**src/rtl/subservient_reset_pkg.sv**
```systemverilog
// rtl/subservient_reset_pkg.sv - shared state type and sizing helper for the reset sequencer
package subservient_reset_pkg;

  typedef enum logic [1:0] {
    HOLD      = 2'd0,
    WAIT_INIT = 2'd1,
    CORE_DLY  = 2'd2,
    RUN       = 2'd3
  } seq_state_t;

  function automatic int clog2_max(input int a, input int b, input int c, input int d);
    int m;
    m = a;
    if (b > m) m = b;
    if (c > m) m = c;
    if (d > m) m = d;
    return $clog2(m);
  endfunction

endpackage

```
**src/rtl/subservient_btn_debounce.sv**
```systemverilog
// rtl/subservient_btn_debounce.sv - button synchronizer and level debouncer
module subservient_btn_debounce
  import subservient_reset_pkg::*;
#(
  parameter int DEBOUNCE_CYCLES = 65536,
  parameter bit BTN_ACTIVE_LOW  = 1'b1
) (
  input  logic i_clk,
  input  logic i_rst,
  input  logic i_btn,
  output logic o_pressed
);

  localparam int CW = clog2_max(DEBOUNCE_CYCLES, 2, 2, 2) + 1;
  localparam logic [CW-1:0] LAST = CW'(DEBOUNCE_CYCLES - 1);
  localparam logic IDLE_LEVEL = BTN_ACTIVE_LOW ? 1'b1 : 1'b0;

  logic          sync1;
  logic          sync2;
  logic          sample;
  logic [CW-1:0] cnt;

  // sample is 1 when the synchronized button reads as pressed
  assign sample = sync2 ^ IDLE_LEVEL;

  always_ff @(posedge i_clk) begin
    if (i_rst) begin
      sync1     <= IDLE_LEVEL;
      sync2     <= IDLE_LEVEL;
      cnt       <= '0;
      o_pressed <= 1'b0;
    end else begin
      sync1 <= i_btn;
      sync2 <= sync1;
      if (sample == o_pressed) begin
        cnt <= '0;
      end else if (cnt == LAST) begin
        o_pressed <= sample;
        cnt       <= '0;
      end else begin
        cnt <= cnt + 1'b1;
      end
    end
  end

endmodule

```
**src/rtl/subservient_reset_seq.sv**
```systemverilog
// rtl/subservient_reset_seq.sv - staged memory/core reset release with init timeout
module subservient_reset_seq
  import subservient_reset_pkg::*;
#(
  parameter int HOLD_CYCLES     = 16,
  parameter int DEBOUNCE_CYCLES = 65536,
  parameter int CORE_DELAY      = 8,
  parameter int INIT_TIMEOUT    = 1048576,
  parameter bit BTN_ACTIVE_LOW  = 1'b1
) (
  input  logic i_clk,
  input  logic i_rst,
  input  logic i_btn,
  input  logic i_init_done,
  output logic o_rst_mem,
  output logic o_rst_core,
  output logic o_busy,
  output logic o_timeout
);

  localparam int CW = clog2_max(HOLD_CYCLES, CORE_DELAY, INIT_TIMEOUT, 2) + 1;
  localparam logic [CW-1:0] HOLD_LAST    = CW'(HOLD_CYCLES - 1);
  localparam logic [CW-1:0] CORE_LAST    = CW'(CORE_DELAY - 1);
  localparam logic [CW-1:0] TIMEOUT_LAST = CW'((INIT_TIMEOUT == 0) ? 0 : INIT_TIMEOUT - 1);
  localparam bit            TIMEOUT_EN   = (INIT_TIMEOUT != 0);

  seq_state_t    state;
  logic [CW-1:0] cnt;
  logic [CW-1:0] cnt_inc;
  logic          btn_pressed;

  subservient_btn_debounce #(
    .DEBOUNCE_CYCLES(DEBOUNCE_CYCLES),
    .BTN_ACTIVE_LOW (BTN_ACTIVE_LOW)
  ) u_btn (
    .i_clk    (i_clk),
    .i_rst    (i_rst),
    .i_btn    (i_btn),
    .o_pressed(btn_pressed)
  );

  assign cnt_inc = (&cnt) ? cnt : cnt + 1'b1;

  // A held button keeps the sequencer parked in HOLD with the counter cleared
  always_ff @(posedge i_clk) begin
    if (i_rst || btn_pressed) begin
      state      <= HOLD;
      cnt        <= '0;
      o_rst_mem  <= 1'b1;
      o_rst_core <= 1'b1;
      o_busy     <= 1'b1;
      o_timeout  <= 1'b0;
    end else begin
      case (state)
        HOLD: begin
          if (cnt == HOLD_LAST) begin
            state     <= WAIT_INIT;
            cnt       <= '0;
            o_rst_mem <= 1'b0;
          end else begin
            cnt <= cnt_inc;
          end
        end
        WAIT_INIT: begin
          if (i_init_done) begin
            state <= CORE_DLY;
            cnt   <= '0;
          end else if (TIMEOUT_EN && cnt == TIMEOUT_LAST) begin
            // release the core anyway so a debugger can attach
            state     <= CORE_DLY;
            cnt       <= '0;
            o_timeout <= 1'b1;
          end else begin
            cnt <= cnt_inc;
          end
        end
        CORE_DLY: begin
          if (cnt == CORE_LAST) begin
            state      <= RUN;
            cnt        <= '0;
            o_rst_core <= 1'b0;
            o_busy     <= 1'b0;
          end else begin
            cnt <= cnt_inc;
          end
        end
        default: begin
          state <= RUN;
        end
      endcase
    end
  end

endmodule

```
**config.mk**
```make
export PLATFORM = sky130hd
export DESIGN_NAME = subservient_reset_seq
export DESIGN_NICKNAME = d
export VERILOG_FILES = /design/src/rtl/subservient_reset_pkg.sv /design/src/rtl/subservient_btn_debounce.sv /design/src/rtl/subservient_reset_seq.sv
export SDC_FILE = /design/constraint.sdc
export NUM_CORES = 1
export LEC_CHECK = 0
export ABC_AREA = 1
export BUFFER_PORTS_ARGS = -buffer_cell sky130_fd_sc_hd__clkbuf_2
export CAP_MARGIN = 5
export CORE_MARGIN = 10
export CORE_UTILIZATION = 30
export DETAILED_ROUTE_END_ITERATION = 12
export SYNTH_ARGS = -nofsm -noshare
export SYNTH_HDL_FRONTEND = slang
export SYNTH_HIERARCHICAL = 1
export SYNTH_SLANG_ARGS = --single-unit
```
**constraint.sdc**
```tcl
create_clock -name i_clk -period 1.65 [get_ports i_clk]
set_clock_uncertainty 0.05 [all_clocks]
set_input_delay 0.495 -clock i_clk [delete_from_list [all_inputs] [get_ports i_clk]]
set_output_delay 0.495 -clock i_clk [all_outputs]
set_load 0.01 [all_outputs]
```
---- Yosys cells after proc, flatten, opt, wreduce, memory -nomap -nowiden ----
Index checks and enable logic that the tools add are counted.
cells by class
  equality and inequality tests ........... 10
  add/sub/neg operators ................... 2
  reduce and logical (&&, ||, !) cells .... 10
  muxes and demuxes ....................... 11
  bitwise gates (word level) .............. 3
operator list
  operator                                               number
  2-to-1 mux 21 bit                                      5
  case mux 21 bit (3 select lines)                       1
  adder 21 x 1 -> 21 bit, second input constant          1
  equality test 21 x 20 -> 1 bit, second input constant  1
  equality test 21 x 3 -> 1 bit, second input constant   1
  equality test 21 x 4 -> 1 bit, second input constant   1
  AND reduction 21 bit                                   1
  adder 17 x 1 -> 17 bit, second input constant          1
  equality test 17 x 16 -> 1 bit, second input constant  1
  2-to-1 mux 2 bit                                       4
  case mux 2 bit (3 select lines)                        1
  AND reduction 2 bit                                    3
  AND reduction 3 bit                                    2
  inequality test 2 bit, second input constant           2
  inequality test 3 bit, second input constant           1
  NOT 1 bit                                              3
  nonzero test 3 bit                                     1
  OR reduction 3 bit                                     1
  equality test 2 x 1 -> 1 bit, second input constant    1
  equality test 2 bit, second input constant             1
  zero test 2 bit                                        1
  equality test 1 bit                                    1
  logical OR 1 bit                                       1
word-level totals
  output and inout bits ................... 4
  flip-flop bits (word level) ............. 46
  input port bits ......................... 4
  logic and storage cells ................. 45

---- Longest topological paths before layout ----
Gate-level depths: netlist of run 1.
  word-level depth ........................ 5
  depth in mapped cells ................... 13
  depth with buffers taken out ............ 13

---- Cells and area by module ----
The synthesis of run 1 kept the hierarchy.
by module, submodules not included
  module                    cells each  instances  area an instance (um^2)  sequential area each (um^2)
  subservient_reset_seq     230         1          1577.8                   520.5
  subservient_btn_debounce  132         1          950.9                    400.4

---- Least setup slack after synthesis of run 1 ----
No wires, ideal clock.
  path kind ............................... register to register
  from .................................... register u_btn.cnt[0]
  to ...................................... register u_btn.cnt[3]
  path slack .............................. -0.168 ns
  path buffers ............................ 1
  library setup time ...................... 0.115 ns
  required time ........................... 1.485 ns
  period minus slack after synthesis ...... 1.818 ns
  arrival time ............................ 1.653 ns
  cell stages (with the launch flop) ...... 14
  cells stage by stage .................... dfxtp_1 -> ha_1 -> nand3_2 -> inv_2 -> nand2_2 -> nor2_1 -> nand2_1 -> nor2_1 -> ha_1 -> nor2_1 -> nand3_1 -> buf_2 -> a21oi_1 -> o21a_1
between the ends
  word-level cells in the longest chain between the ends .. 2
  elaborated cells between the ends (all ways) .. 3
  those cells by class .................... add/sub (1); eq/ne (1); reduce/logical (1)
RTL lines
  element                                                         line                            text
  from (decl)                                                     subservient_btn_debounce.sv:21  logic [CW-1:0] cnt;
  from (signal assigned)                                          subservient_btn_debounce.sv:41  cnt <= cnt + 1'b1;
  branches (longest 2 deep; another with adder 17 x 1 -> 17 bit)  n/a
Parallel ways; which one is timed is not known.
A chain may end at the register's enable or synchronous reset.

==> results.md, run 1 <==
* Multi-input gate area at between 1500 and 2000 µm²
* CTS tree: built
* Post-Place Cells at between 500 and 600
* Drt drc at 0
* Nets@finish at around 450
* Synth Instances at 362
* Top Layer Used: met4
* First-pass GRT wire length at 9963 µm
* Rows at 33
* Initial Util at between 30% and 40%
* Worst R2R End: cnt[13]
* Crit-path slowest cell: dfxtp_4
* Fin worst setup slack at -0.1007 ns
* Wire per inst at 10.40 µm
* Synth cell types at 32
* PwrDens at between 600 and 700 nW/µm²
* Flops & latches, synth at 46
* Routed WL at 5605 µm
* Min Tclk post-route at 1.751 ns
* HPWL after DPL at 4002 µm
* Clock root buffer: clkbuf_8
* DR iter-0 viols at 60
* Final-layout fill cell count at 843
* DR pass1 iterations at 4
* Crit-path max cell delay at 0.37 ns
* Worst Path Required at roughly 1.8 ns
* Routed length on met2 at between 2000 and 3000 µm
* Max Clk Rate at 0.5712 GHz
* Die area at 12,500 µm²
* Antenna-violating nets left at 0
* Largest net degree at the start of global routing at 17
* Status: complete, but fails checks
* Final core utilization at roughly two fifths
* Die width at between 100 and 150 µm
* # diodes at 0
* Warnings from Yosys at 6
* Clock sink count at 46
* Die Y at 111.8 µm
* Reg2reg setup slack at -0.10 ns
* Slew headroom at between 70% and 80%
* Worst-Margin Slew at 0.3210 ns
* Synth top area cells: dfxtp_1 (36%), nand2_1 (13%), nor2_1 (8.9%)
* Worst setup path class: reg2reg
* Yosys top cell area share at 36.42%
* Crit start category: flop
* CP cell instances: ha_4 > nand2_4 > nor2_4 > inv_1 > nor2_2 > nand3_1 > a21oi_2 > nand2_8 > nand2_8 > nor2_2
* Mapped cell area at 2529 µm²
* Most common cell after layout, fill and taps aside: nand2_1
* Core ar. at between 8000 and 9000 µm²
* Final setup fails at 31
* Critical Path AT at about 1.9 ns
* Max Slew Vio Count at 0
* Reg clk slew, reported paths at 0.09 ns
* Total track usage at 9.062%
* H-tree Lvls at 2
* CP Capture Type: flop
* Avg Inst Size Synth at 6.985 µm²
* Failing checks: negative setup slack
* CTS Buf Count at 5
* Post-detailed-route via-to-cell ratio at 4.378
* Tot Pwr at 0.002236 W
* FF-to-FF path depth at 10
* WP depth at 10
* Fin cells at between 500 and 600
* FF-to-FF Start: cnt[0]
* Hold WS at roughly 0.32 ns
* Critical Path Start: cnt[0]
* Peak VDD IR at around 0.33 mV
* Register area share after synthesis at 36.42%
* Fin crit share at 106.1%
* Pleak at between 1 and 1.5 nW
* CP max FO at 8
* Vias post-DR at about 2,400
* Worst Setup EP: cnt[13]
* Total area of sequential cells at 933.4 µm²
* Vias in the first global route at 2,348
* IO Pins at 8
* Final Hold Fails at 0
* Syn_nets at 374
* IO Port Bufs at 7
* Total gr overflow at 0
* Leading cell types in the layout, fill and taps excluded: nand2_1 (83), buf_4 (53), nor2_1 (45)
* Max cap viols at 0
* RSZ-0062 raised after global routing: true
* RePlAce Congestion at 0.8096
* Layout area overhead at 36.07%
* Layout cells sized above 1 at 37.10%
* Clk buf depth at 2
* Antenna violations before repair at 0
* Detail Route met3 WL at 119 µm
* Clk Latency, worst-skew pair at 0.30 ns
* Post-synth top area cell: dfxtp_1
* Critical path's top delay family: simple AND/OR/NAND/NOR gates
* Met1 wire length at 2535 µm
* Worst Hold Class: in2reg
* Worst path bufs/invs at 1
[how the worst min path moves through the flow]
stage	start	endpoint	slack, ns	cells after the start
finish	i_btn	u_btn/sync1	0.32	2
global route	i_btn	u_btn/sync1	0.31	2
CTS	i_btn	u_btn/sync1	0.31	2
detailed placement	u_btn/sync1	u_btn/sync2	0.35	1
global placement	u_btn/sync1	u_btn/sync2	0.35	1
floorplan	u_btn/sync1	u_btn/sync2	0.34	1
[synthesized netlist by cell type]
cell	count
nand2_2	11
o21ai_0	7
nand2_8	1
a211oi_1	1
nand3_2	5
nand4_1	3
a21oi_1	10
o21bai_2	1
inv_1	43
and3_1	1
nor2b_1	1
nand2_1	87
buf_4	1
nand2_4	2
dfxtp_1	46
nor2_4	3
a21oi_2	1
o21a_1	3
nor3b_1	1
nor3_1	4
or2_2	2
buf_2	1
ha_1	8
inv_4	1
inv_2	2
xor2_1	8
o21bai_1	2
nand3_1	24
buf_12	1
nor2_1	60
nor2_2	17
xnor2_1	4
[logic make-up (layout without fill, tap and decap cells)]
| group | Yosys count | in the layout | synth area share [%] |
|---|---|---|---|
| and+or+nand+nor | 222 | 224 | 41.32 |
| buffers and inverters | 49 | 119 | 8.214 |
| DFF | 46 | 46 | 36.42 |
| AOI/OAI and AO/OA | 25 | 25 | 5.937 |
| xor gates and xnor gates | 12 | 12 | 4.156 |
| adders and majority gates | 8 | 8 | 3.959 |
[power by group]
part | switching [W] | total (W) | internal [W]
logic | 0.000214 | 0.000349 | 0.000135
registers | 0.0000237 | 0.00116 | 0.00114
clock network | 0.000416 | 0.000723 | 0.000306
total | 0.000654 | 0.00224 | 0.00158
[final cells by class]
class	instances	area share, %
clock buffers	5	2.000
multi-input cells	269	47.02
flip-flops and latches	46	27.13
repair buffers	65	14.22
inverters	46	5.091
well taps	105	3.818
clock inverters	3	0.7273
[metrics by stage]
step	cell area (µm²)	setup WS, ns	TNS, ns
floorplan	2580	-0.06714	-0.2304
global placement	3015	-0.08457	-1.475
detailed placement	3015	-0.1547	-2.558
CTS	3268	-0.06787	-0.8740
global route	3441	-0.2174	-6.841
finish	3441	-0.1007	-2.189
[repair_timing]
action / CTS / global route
pin swaps: 19 / 15
cloned: 2 / 0
resized for setup: 14 / 35
endpoints found under the setup margin: 37 / 41
buffers inserted: 11 / 8
hold buffers: 0 / 0
[state kept, by name (all words and copies together) (netlist names)]
name             flops
o_busy               1
o_timeout            1
u_btn/sync2          1
u_btn/cnt           17
state                2
u_btn/o_pressed      1
cnt                 21
o_rst_mem            1
u_btn/sync1          1
[layer usage]
metal | global-route usage [%] | vias up
met2 | 16.47 | 14
met4 | 2.142 | 0
li1 | - | 1267
met3 | 1.986 | 7
met1 | 10.45 | 1072
met5 | 0 | -
(Power assumes the default switching activity.)
==> inputs of run 2 (changes only) <==
Settings changed: RECOVER_POWER set to 50.
==> results.md, run 2 (synthesis gave the netlist of run 1 again) <==
* Min Tclk post-route at 1.751 ns (unchanged)
* DR pass1 iterations at 4 (unchanged)
* Antenna-violating nets left at 0 (unchanged)
* Antenna violations before repair at 0 (unchanged)
* Crit start category: flop
* Core ar. at 8217 µm² (unchanged)
* Crit-path slowest cell: dfxtp_4
* Rows at 33 (unchanged)
* CP cell instances: ha_4 > nand2_4 > nor2_4 > inv_1 > nor2_2 > nand3_1 > a21oi_2 > nand2_8 > nand2_8 > nor2_2
* Hold WS at 0.3176 ns (-0.00001100 ns)
* Largest net degree at the start of global routing at 17 (unchanged)
* CP max FO at 8 (unchanged)
* PwrDens at 650.3 nW/µm² (about the same)
* # diodes at 0 (unchanged)
* Leading cell types in the layout, fill and taps excluded: nand2_1 (83), buf_4 (53), nor2_1 (45)
* CTS Buf Count at 5 (unchanged)
* Worst-Margin Slew at 0.3210 ns (unchanged)
* Failing checks: negative setup slack
* Layout area overhead at 35.97% (about the same)
* Routed WL at 5605 µm (unchanged)
* Total track usage at 9.062% (unchanged)
* CP Capture Type: flop
* Wire per inst at 10.40 µm (unchanged)
* Reg clk slew, reported paths at 0.09 ns (about the same)
* Fin cells at 539 (unchanged)
* Pleak at 1.400 nW (-0.42%)
* Vias post-DR at 2,359 (-0.042%)
* Initial Util at 30.78% (unchanged)
* Die width at 111.8 µm (unchanged)
* H-tree Lvls at 2 (unchanged)
* CTS tree: built
* First-pass GRT wire length at 9963 µm (unchanged)
* Fin crit share at 106.1% (unchanged)
* RePlAce Congestion at 0.8096 (unchanged)
* Post-Place Cells at 512 (unchanged)
* Max cap viols at 0 (unchanged)
* Hold buffer count at CTS at 0 (unchanged)
* HPWL after DPL at 4002 µm (unchanged)
* Crit-path max cell delay at 0.37 ns (about the same)
* Final core utilization at 41.85% (about the same)
* Tot Pwr at 0.002236 W (about the same)
* Worst Hold Class: in2reg
* Clk Latency, worst-skew pair at 0.30 ns (about the same)
* Max reg flops at 21 (unchanged)
* IO Port Bufs at 7 (unchanged)
* Final setup fails at 31 (unchanged)
* Slew headroom at 78.52% (unchanged)
* Drt drc at 0 (unchanged)
* Peak VDD IR at 0.3346 mV (about the same)
* Critical Path AT at 1.90 ns (about the same)
* Layout cells sized above 1 at 36.64% (-0.46 points)
* Final Hold Fails at 0 (unchanged)
* Die Y at 111.8 µm (unchanged)
* DR iter-0 viols at 60 (unchanged)
* Die area at 12,500 µm² (unchanged)
* RSZ-0062 raised after global routing: true
* Worst Path Required at 1.80 ns (about the same)
* Final-layout fill cell count at 841 (-0.24%)
* Max Slew Vio Count at 0 (unchanged)
* Nets@finish at 445 (unchanged)
* Status: complete, but fails checks
* Clock root buffer: clkbuf_8
* Vias in the first global route at 2,348 (unchanged)
* Worst setup path class: reg2reg
* Reg with most FFs: cnt
* Biggest regs: cnt (21), u_btn/cnt (17), state (2)
* Most common cell after layout, fill and taps aside: nand2_1
* Clk buf depth at 2 (unchanged)
* Fin worst setup slack at -0.1007 ns (unchanged)
* IO Pins at 8 (unchanged)
* Max Clk Rate at 0.5712 GHz (unchanged)
* Post-detailed-route via-to-cell ratio at 4.377 (about the same)
* Total gr overflow at 0 (unchanged)
* Clock sink count at 46 (unchanged)
[run 2: through the flow]
step | area [µm²] | setup slack, ns | TNS [ns]
2_1_floorplan | 2580 | -0.06714 | -0.2304
3_3_place_gp | 3015 | -0.08457 | -1.475
3_5_place_dp | 3015 | -0.1547 | -2.558
4_1_cts | 3268 | -0.06787 | -0.8740
5_1_grt | 3438 | -0.2174 | -6.841
6_report | 3438 | -0.1007 | -2.189
[run 2: where the power goes]
group | internal, W | leakage [nW] | total [W] | switching (W)
clock network | 0.000306 | 0.0447 | 0.000723 | 0.000416
logic | 0.000135 | 0.981 | 0.000349 | 0.000214
registers | 0.00114 | 0.375 | 0.00116 | 0.0000237
total | 0.00158 | 1.40 | 0.00224 | 0.000654
[run 2: cell type report]
| type | count | area [µm²] | share of cell area (%) |
|---|---|---|---|
| Sequential cell | 46 | 933.4 | 27.15 |
| Clock buffer | 5 | 68.82 | 2.001 |
| Clock inverter | 3 | 25.02 | 0.7278 |
| Timing Repair Buffer | 65 | 486.7 | 14.16 |
| Tap cell | 105 | 131.4 | 3.821 |
| Multi-Input combinational cell | 269 | 1618 | 47.05 |
| Inverter | 46 | 175.2 | 5.095 |
[run 2: worst max-delay path: cells and delay by family (launching register included)]
family	cells	cell delay (ns)
adders and majority gates	1	0.14
AOI/OAI and AO/OA	1	0.31
buffers and inverters	1	0.06
DFF	1	0.37
and+or+nand+nor	7	0.70
[run 2: worst paths after layout]
kind               start          end  slack, ns  cells after the start
max               cnt[0]      cnt[13]      -0.10                     10
min                i_btn  u_btn/sync1       0.32                      2
max reg2reg       cnt[0]      cnt[13]      -0.10                     10
min reg2reg  u_btn/sync1  u_btn/sync2       0.38                      1
[run 2: what timing repair did]
item | 4_1_cts | 5_1_grt
cloned | 2 | 0
buffers inserted | 11 | 8
pin swaps | 19 | 15
setup endpoints to repair | 37 | 41
resized for setup | 14 | 35
[run 2: routing by layer]
| metal | track usage [%] | routed length (µm) | vias up |
|---|---|---|---|
| met5 | 0 | 0 | - |
| met4 | 2.142 | 53 | 0 |
| met3 | 1.986 | 124 | 7 |
| met2 | 16.47 | 2894 | 16 |
| met1 | 10.45 | 2534 | 1069 |
| li1 | - | - | 1267 |
==> inputs of run 3 (changes only) <==
--- a/config.mk
+++ b/config.mk
@@ -10,3 +10,3 @@
 export CAP_MARGIN = 5
-export CORE_MARGIN = 10
+export CORE_MARGIN = 2
 export CORE_UTILIZATION = 30
--- a/constraint.sdc
+++ b/constraint.sdc
@@ -4,2 +4,2 @@
 set_output_delay 0.495 -clock i_clk [all_outputs]
-set_load 0.01 [all_outputs]
+set_load 0.05 [all_outputs]
==> results.md, run 3 (synthesis gave the netlist of run 1 again) <==
* Multi-input gate area at 1722 µm² (+6.4%)
* Layout area overhead at 40.72%
* Final setup fails at 32 (+3.2%)
* Total gr overflow at 0 (unchanged)
* Crit start category: flop
* CP max FO at 4 (-4)
* Reg2reg setup slack at -0.13 ns (-0.03 ns)
* Worst setup path class: reg2reg
* Post-placement cell area at 3030 µm² (+0.50%)
* CP cell instances: ha_4 > nand2_4 > nor2_4 > nand2_2 > nor2_4 > nand3_4 > buf_6 > nand2_4 > nand2_2 > nor2_2 > nand2_1 > a21oi_1
* Critical Path Start: cnt[0]
* FF-to-FF Start: cnt[0]
* Fin worst setup slack at -0.1304 ns (-0.02965 ns)
* Most common cell after layout, fill and taps aside: nand2_1
* Sequential share of power at 51.5% (-0.6 points)
* Initial Util at 30.93% (+0.16 points)
* CTS tree: built
* DR pass1 iterations at 4 (unchanged)
* Drt drc at 0 (unchanged)
* Clk network pwr share at 31.6% (-0.7 points)
* Status: complete, but fails checks
* Clock sink count at 46 (unchanged)
* Max Clk Rate at 0.5617 GHz (-1.7%)
* Hold buffer count at CTS at 0 (unchanged)
* Core ar. at 8175 µm² (-0.50%)
* Total track usage at 12.88% (+3.8 points)
* Routed WL at 5752 µm (+2.6%)
* Largest net degree at the start of global routing at 17 (unchanged)
* Min Tclk post-route at 1.780 ns (+0.02965 ns)
* Final Hold Fails at 0 (unchanged)
* RePlAce Congestion at 0.7785 (-3.8%)
* Cell area after layout at 3558 µm² (+3.5%)
* Critical path's top delay family: simple AND/OR/NAND/NOR gates
* H-tree Lvls at 2 (unchanged)
* Worst R2R End: cnt[2]
* # diodes at 0 (unchanged)
* IO Pins at 8 (unchanged)
* Worst path bufs/invs at 1 (unchanged)
* CP Capture Type: flop
* Pleak at 1.427 nW (+1.9%)
* RSZ-0062 raised after global routing: true
* IO Port Bufs at 7 (unchanged)
* Net Sw Frac at 29.17% (-0.065 points)
* Slew headroom at 74.45% (-4.1 points)
* Vias in the first global route at 2,310 (-1.6%)
* Clock root buffer: clkbuf_8
* PwrDens at 635.6 nW/µm² (-2.3%)
* First-pass GRT wire length at 9597 µm (-3.7%)
* Sw Pwr at 0.0006597 W (+0.92%)
* Rows at 33 (unchanged)
* Antenna violations before repair at 0 (unchanged)
* Worst Path Required at 1.83 ns (+0.03 ns)
* Max cap viols at 0 (unchanged)
* Failing checks: negative setup slack
* Die area at 9180 µm² (-27%)
* Max reg flops at 21 (unchanged)
* Reg clk slew, reported paths at 0.09 ns (about the same)
* Peak VDD IR at 0.2917 mV (-13%)
* FF-to-FF path depth at 12 (+2)
* Fin crit share at 107.9% (+1.8 points)
* Crit-path slowest cell: dfxtp_4
* Clk buf depth at 2 (unchanged)
* Layout cells sized above 1 at 38.48% (+1.8 points)
* Wire per inst at 10.67 µm (+2.6%)
* Total area of sequential cells at 932.1 µm² (-0.13%)
* Vias post-DR at 2,351 (-0.34%)
* HPWL after DPL at 3851 µm (-3.8%)
* CTS Buf Count at 5 (unchanged)
* Internal at 0.001602 W (+1.2%)
* WP depth at 12 (+2)
* Biggest regs: cnt (21), u_btn/cnt (17), state (2)
* Fin cells at 539 (unchanged)
* Clk Latency, worst-skew pair at 0.30 ns (about the same)
* DR iter-0 viols at 69 (+15%)
* Leading cell types in the layout, fill and taps excluded: nand2_1 (80), buf_4 (52), nor2_1 (46)
* Die Y at 95.81 µm (-14%)
* Max Slew Vio Count at 0 (unchanged)
* Post-Place Cells at 514 (+0.39%)
* Worst Hold Class: in2reg
* Die width at 95.81 µm (-14%)
* Worst Setup EP: cnt[2]
* Final core utilization at 43.53% (+1.7 points)
* Post-detailed-route via-to-cell ratio at 4.362 (-0.34%)
* Final-layout fill cell count at 807 (-4.0%)
* Antenna-violating nets left at 0 (unchanged)
* Critical Path AT at 1.96 ns (+0.06 ns)
* Nets@finish at 445 (unchanged)
* Crit-path max cell delay at 0.37 ns (about the same)
* Worst-Margin Slew at 0.3828 ns (+0.06181 ns)
* Reg with most FFs: cnt
* Comb pwr share at 17.0% (+1.4 points)
## run 3: changes by cell type in the layout (fill, tap and decap cells not counted), moves of 2 or more
cell	change
nor2_2	-5
nor2_4	+4
nand2_1	-3
nand3_4	+3
xor2_1	-3
xor2_2	+3
clkbuf_1	-2
clkbuf_2	+2
nand2_4	+2
nand3_2	-2
## run 3: area by class of cell
class / count / area share [%]
tap: 105 / 3.692
inverter: 46 / 4.993
clock inverter: 3 / 0.7032
multi-input combinational: 269 / 48.38
timing repair buffer: 65 / 14.10
clock buffer: 5 / 1.934
sequential: 46 / 26.20
## run 3: per-stage QoR
stage	TNS [ns]	power, W	worst slack [ns]	hold WS (ns)
6_report	-2.062	0.002262	-0.1304	0.3209
5_1_grt	-7.557	0.002388	-0.2484	0.3082
4_1_cts	-0.8013	0.002245	-0.07366	0.3046
3_5_place_dp	-2.356	0.001448	-0.1463	0.3535
3_3_place_gp	-1.559	0.001445	-0.08815	0.3516
2_1_floorplan	-0.2304	0.001389	-0.06714	0.3395
## run 3: worst min path at each step
stage / cells after the start / endpoint / startpoint
2_1_floorplan: 1 / u_btn/sync2 / u_btn/sync1
3_3_place_gp: 1 / u_btn/sync2 / u_btn/sync1
3_5_place_dp: 1 / u_btn/sync2 / u_btn/sync1
4_1_cts: 2 / u_btn/sync1 / i_btn
5_1_grt: 2 / u_btn/sync1 / i_btn
6_report: 2 / u_btn/sync1 / i_btn
## run 3: repair_timing
action,in CTS,in global routing
gates cloned,3,0
gates resized for setup,21,49
setup endpoints to repair,36,41
pin swaps,22,13
setup buffers,5,9
## run 3: power groups by stage
stage | registers [W] | clock network, W | logic [W]
after detailed placement | 0.00119 | 0 | 0.000259
after CTS | 0.00116 | 0.000758 | 0.000323
after global routing | 0.00117 | 0.000789 | 0.000429
after global placement | 0.00119 | 0 | 0.000256
final | 0.00116 | 0.000714 | 0.000384
after floorplan | 0.00119 | 0 | 0.000194
## run 3: layer usage
layer	global-route usage, %	vias to the layer above	routed length, µm
li1	-	1260	-
met1	15.50	1066	2514
met2	23.25	23	3045
met3	2.584	2	173
met4	3.452	0	18
met5	0	-	0
## run 3: worst register-to-register path, stage by stage, from the launching register on
cell and delay (ns):
dfxtp_4 0.37, ha_4 0.14, nand2_4 0.06, nor2_4 0.09, nand2_2 0.08, nor2_4 0.18
nand3_4 0.17, buf_6 0.17, nand2_4 0.05, nand2_2 0.05, nor2_2 0.12, nand2_1 0.06
a21oi_1 0.14
